--- src/rtl/bus_grant_arbiter_3.sv ---
// Three-requester bus arbiter: synchronised requests, one-hot grants, timeout revoke.
// Define BUS_ARB_ROUND_ROBIN_EN for round-robin; default is fixed priority 0 > 1 > 2.
module bus_grant_arbiter_3 #(
  parameter int SYNC_STAGES    = 2,
  parameter int TIMEOUT_CYCLES = 255,
  parameter int TMO_W          = 8
) (
  input  logic       sysclk,
  input  logic       sysrst_n,
  input  logic [2:0] req_i,
  output logic [2:0] grant_o,
  output logic       busy_o,
  output logic       timeout_o,
  output logic [1:0] owner_o
);

  typedef enum logic [1:0] {
    IDLE,
    GRANT,
    RELEASE
  } state_t;

  localparam logic [1:0] NO_OWNER = 2'b11;
  localparam logic [TMO_W-1:0] TMO_LAST =
    TMO_W'(TIMEOUT_CYCLES - 1);
  localparam logic [TMO_W-1:0] TMO_MAX = '1;
  localparam logic [TMO_W-1:0] TMO_ONE =
    TMO_W'(1);

  state_t           state;
  logic [2:0]       sync_q [SYNC_STAGES];
  logic [2:0]       req_s;
  logic [2:0]       mask;
  logic [2:0]       elig;
  logic [1:0]       win;
  logic             owner_req;
  logic [TMO_W-1:0] tmo_cnt;

  // Request synchroniser chain; only the last stage is used
  always_ff @(posedge sysclk or negedge sysrst_n) begin
    if (!sysrst_n) begin
      for (int i = 0; i < SYNC_STAGES; i++)
        sync_q[i] <= '0;
    end else begin
      sync_q[0] <= req_i;
      for (int i = 1; i < SYNC_STAGES; i++)
        sync_q[i] <= sync_q[i-1];
    end
  end

  assign req_s     = sync_q[SYNC_STAGES-1];
  assign elig      = req_s & ~mask;
  assign owner_req = |(req_s & grant_o);

`ifdef BUS_ARB_ROUND_ROBIN_EN
  logic [1:0] rr_last;
  logic [1:0] rr_start;

  assign rr_start = (rr_last == 2'd2) ?
                    2'd0 : rr_last + 2'd1;

  // Rotating search from the index after the last winner
  always_comb begin
    win = 2'd0;
    unique case (rr_start)
      2'd1: begin
        if (elig[1])      win = 2'd1;
        else if (elig[2]) win = 2'd2;
        else              win = 2'd0;
      end
      2'd2: begin
        if (elig[2])      win = 2'd2;
        else if (elig[0]) win = 2'd0;
        else              win = 2'd1;
      end
      default: begin
        if (elig[0])      win = 2'd0;
        else if (elig[1]) win = 2'd1;
        else              win = 2'd2;
      end
    endcase
  end

  // Remember the last winner; reset value gives requester 0 first turn
  always_ff @(posedge sysclk or negedge sysrst_n) begin
    if (!sysrst_n)
      rr_last <= 2'd2;
    else if (state == IDLE && |elig)
      rr_last <= win;
  end
`else
  // Fixed priority: CPU over DMA over refresh
  always_comb begin
    win = 2'd0;
    if (elig[0])      win = 2'd0;
    else if (elig[1]) win = 2'd1;
    else              win = 2'd2;
  end
`endif

  // Grant sequencer with registered outputs and timeout revoke
  always_ff @(posedge sysclk or negedge sysrst_n) begin
    if (!sysrst_n) begin
      state     <= IDLE;
      grant_o   <= '0;
      busy_o    <= 1'b0;
      timeout_o <= 1'b0;
      owner_o   <= NO_OWNER;
      tmo_cnt   <= '0;
      mask      <= '0;
    end else begin
      timeout_o <= 1'b0;
      busy_o    <= (state != IDLE);
      mask      <= mask & req_s;
      unique case (state)
        IDLE: begin
          if (|elig) begin
            grant_o <= 3'b001 << win;
            owner_o <= win;
            tmo_cnt <= '0;
            state   <= GRANT;
          end
        end
        GRANT: begin
          if (!owner_req) begin
            grant_o <= '0;
            owner_o <= NO_OWNER;
            state   <= RELEASE;
          end else if (tmo_cnt == TMO_LAST) begin
            grant_o   <= '0;
            owner_o   <= NO_OWNER;
            timeout_o <= 1'b1;
            mask      <= (mask & req_s) | grant_o;
            state     <= RELEASE;
          end else if (tmo_cnt != TMO_MAX) begin
            tmo_cnt <= tmo_cnt + TMO_ONE;
          end
        end
        RELEASE: begin
          state <= IDLE;
        end
        default: begin
          grant_o <= '0;
          owner_o <= NO_OWNER;
          state   <= IDLE;
        end
      endcase
    end
  end

endmodule
--- config.mk ---
export PLATFORM = sky130hd
export DESIGN_NAME = bus_grant_arbiter_3
export DESIGN_NICKNAME = d
export VERILOG_FILES = /design/src/rtl/bus_grant_arbiter_3.sv
export SDC_FILE = /design/constraint.sdc
export NUM_CORES = 1
export LEC_CHECK = 0
export ABC_AREA = 1
export CELL_PAD_IN_SITES_DETAIL_PLACEMENT = 0
export CELL_PAD_IN_SITES_GLOBAL_PLACEMENT = 2
export CORE_UTILIZATION = 33
export DETAILED_ROUTE_END_ITERATION = 10
export HOLD_SLACK_MARGIN = 0.03
export PLACE_DENSITY_LB_ADDON = 0.1
export SYNTH_ARGS = -nofsm -noshare
export SYNTH_HDL_FRONTEND = slang
export SYNTH_SLANG_ARGS = --single-unit
--- constraint.sdc ---
create_clock -name sysclk -period 1.9 [get_ports sysclk]
set_input_delay 0.19 -clock sysclk [delete_from_list [all_inputs] [get_ports sysclk]]
set_output_delay 0.19 -clock sysclk [all_outputs]
set_load 0.02 [all_outputs]
==> impl_table.tex <==
\begin{tabular}{lr}
\hline
Metric & Value \\
\hline
\multicolumn{2}{l}{\textbf{GRT}} \\
First-pass GRT wire length & 4580 µm \\
Initial antenna violation count & 0 \\
Total global routing track utilization & 0.147 \\
Vias in the first global route & between 900 and 1000 \\
Pin count of the biggest net entering global routing & 27 \\
Grt total ovfl & 0 \\
\multicolumn{2}{l}{\textbf{Timing}} \\
Unrepaired setup endpoints after global routing & false \\
Final setup skew & between 4 and 5 ps \\
Maximum frequency from static timing analysis & between 600 and 700 MHz \\
Headroom to the max-slew limit & 0.774 \\
Final-layout setup total negative slack & 0 ps \\
Max-slew violation count & 0 \\
Slew of the pin with the lowest slew margin & 339 ps \\
Final worst path period need & 1590 ps \\
Post-route clock period utilization & 0.836 \\
Final setup viols & 0 \\
Endpoints failing hold & 0 \\
\multicolumn{2}{l}{\textbf{Clocking}} \\
TritonCTS clock tree & built \\
Maximum root-to-sink buffer count & 2 \\
Count of hold buffers inserted by post-cts repair & 0 \\
H-Tree Depth & 1 \\
Insertion delay of the later-clocked pin in the worst-skew pair & roughly 270 ps \\
Number of buffers inserted by post-CTS setup repair & 0 \\
Post-cts gate resize count & 0 \\
Count of clock tree sinks & 26 \\
Root buffer cell & sky130\_fd\_sc\_hd\_\_clkbuf\_8 \\
Cts bufs inserted & 3 \\
Clock transition at the registers of the reported paths & 90 ps \\
\multicolumn{2}{l}{\textbf{Worst setup path}} \\
Startpoint kind of the worst setup timing path & flip-flop \\
Number of cells traversed by the worst register-to-register path & 9 \\
WP buf/inv & 1 \\
Critical-path maximum fanout & 2 \\
Stages on the worst setup path & 1 \\
Family with the most delay on the worst path & buffers and inverters \\
Data required time at the worst endpoint & 1710 ps \\
Type of the worst setup path & flip-flop to primary output \\
Type of destination of the critical path & primary output \\
CP cell instances & clkdlybuf4s50\_1 \\
Highest cell delay on the worst timing path & 590 ps \\
CP arrival & 1400 ps \\
Slowest library cell on the worst path & sky130\_fd\_sc\_hd\_\_clkdlybuf4s50\_1 \\
\multicolumn{2}{l}{\textbf{Layout}} \\
Post-synthesis to final-layout area growth & 18.8\% \\
Commonest non-fill, non-tap cell in the layout & sky130\_fd\_sc\_hd\_\_nand2\_1 \\
Final core area utilization & 0.413 \\
Most frequent cells in the layout & sky130\_fd\_sc\_hd\_\_nand2\_1, sky130\_fd\_sc\_hd\_\_dfrtp\_1, sky130\_fd\_sc\_hd\_\_inv\_1, sky130\_fd\_sc\_hd\_\_nand3\_1 \\
Number of nets in the finished design & 181 \\
Ant diodes & 0 \\
Share of post-route cells with drive strength above 1 & 0.104 \\
\multicolumn{2}{l}{\textbf{Pwr}} \\
Net switching fraction of the power & 0.370 \\
Part of the power in the clock network & 0.240 \\
Pleak & 0.750 nW \\
Net switching power figure & 0.000705 W \\
Internal Dissipation & roughly 0.0012 W \\
Part of the total power dissipated in combinational logic & 0.359 \\
IR drop worst, VDD & 0.593 mV \\
Total power density per cell area & 1250 nW/µm² \\
Share of total power in sequential cells & 0.401 \\
\multicolumn{2}{l}{\textbf{Floorplanning}} \\
\# IOs & 12 \\
Row Count & 22 \\
Die Y & 64.3 µm \\
Total die area & 4140 µm² \\
Starting density of the core & 0.347 \\
Core region area & 3690 µm² \\
Width of the die & 64.3 µm \\
\multicolumn{2}{l}{\textbf{Routing}} \\
Number of optimization iterations in the first detailed-route pass & 4 \\
Routed wire length & 2520 µm \\
Post-DR vias/cell & 4.65 \\
Antenna-violating nets left & 0 \\
Final routed DRC violation total & 0 \\
Starting DRT DRC Count & 56 \\
Routed len/inst & 11.4 µm \\
Vias after detailed routing & $\sim$1000 \\
\multicolumn{2}{l}{\textbf{Run status}} \\
Status & complete, no violations \\
\multicolumn{2}{l}{\textbf{Logic synthesis}} \\
Register bit total from synthesis & 26 \\
Number of warnings reported in the yosys synthesis log & 0 \\
Post-Syn Nets & 165 \\
Distinct cells, synth & 17 \\
Portion of the post-synthesis area used by sequential elements & 0.510 \\
Cells after Synth & approximately 160 \\
Mean Syn Cell Area & 8.11 µm² \\
Synth Cell Area & about 1300 µm² \\
\multicolumn{2}{l}{\textbf{Placed design}} \\
Gp weighted congestion & $\sim$0.77 \\
Estimated wirelength of the detail-placed design & 1860 µm \\
Number of buffers inserted by port buffering & 11 \\
\multicolumn{2}{l}{\textbf{Run}} \\
Max-capacitance violation count & 0 \\
\multicolumn{2}{l}{\textbf{Min path}} \\
Path class of the lowest-slack min-delay path & input pin to async pin \\
\hline
\end{tabular}
## worst paths after layout
| kind | from | end | slack [ps] |
|---|---|---|---|
| worst max-delay path | owner_o[1] | owner_o[1] | 310 |
| worst min-delay path | sysrst_n | state[1] | 280 |
| worst max register to register | tmo_cnt[0] | tmo_cnt[2] | 410 |
| worst min register to register | sync_q[3] | req_s[0] | 360 |
| max in group asynchronous | sysrst_n | owner_o[0] | 1320 |
| min in group sysclk | req_i[1] | sync_q[4] | 350 |
## per-stage QoR
stage | cells | total power [W] | setup slack, ps | instance area [µm²] | hold WS, ps
finish | 221 | 0.00190 | 311 | 1520 | 282
global route | 221 | 0.00205 | 211 | 1520 | 304
CTS | 221 | 0.00194 | 296 | 1520 | 300
detailed placement | 217 | 0.00147 | 428 | 1450 | 341
global placement | 217 | 0.00146 | 424 | 1450 | 334
floorplan | 158 | 0.00123 | 582 | 1280 | -106
## per-layer routing
layer,global-route usage,part of all wire,vias to the layer above
met5,0,0,-
met4,0.0333,0.0071,0
met3,0.0375,0.058,2
met2,0.233,0.42,25
met1,0.201,0.52,478
li1,-,-,522
## cell type report
class	instances	area, µm²
clock inverter	1	30.0
sequential	26	653
clock buffer	3	41.3
inverter	18	67.6
tap	48	60.1
fill	395	2170
timing repair buffer	12	118
multi-input combinational	113	553
## state kept, by name, summed over array words and instances, names as in the netlist
signal,flops
tmo_cnt,8
grant_o,3
mask,3
req_s,3
sync_q,3
owner_o,2
state,2
busy_o,1
timeout_o,1
## synthesized netlist by cell type
cell type	instances	area share
sky130_fd_sc_hd__a21oi_1	4	0.016
sky130_fd_sc_hd__buf_4	1	0.0059
sky130_fd_sc_hd__dfrtp_1	24	0.47
sky130_fd_sc_hd__dfstp_2	2	0.041
sky130_fd_sc_hd__ha_1	2	0.020
sky130_fd_sc_hd__inv_1	18	0.053
sky130_fd_sc_hd__nand2_1	62	0.18
sky130_fd_sc_hd__nand2_2	1	0.0049
sky130_fd_sc_hd__nand2_4	2	0.018
sky130_fd_sc_hd__nand3_1	14	0.055
sky130_fd_sc_hd__nand3_2	3	0.023
sky130_fd_sc_hd__nand3b_1	1	0.0059
sky130_fd_sc_hd__nand4_1	5	0.024
sky130_fd_sc_hd__nor2_1	11	0.032
sky130_fd_sc_hd__nor2_2	1	0.0049
sky130_fd_sc_hd__nor2_4	4	0.035
sky130_fd_sc_hd__o21ai_0	3	0.012
## power by group through the flow
stage	clock (W)	sequential (W)	combinational [W]
2_1_floorplan	0	0.000826	0.000409
3_3_place_gp	0	0.000773	0.000689
3_5_place_dp	0	0.000773	0.000694
4_1_cts	0.000477	0.000764	0.000695
5_1_grt	0.000504	0.000778	0.000772
6_report	0.000457	0.000764	0.000683
## kinds of logic after synthesis
family / Yosys count / share of synthesized area
buf+inv: 19 / 0.0586
fa+ha+maj: 2 / 0.0195
simple gates: 104 / 0.385
compound gates: 7 / 0.0273
flops: 26 / 0.510
Power figures use the tool's default switching activity.
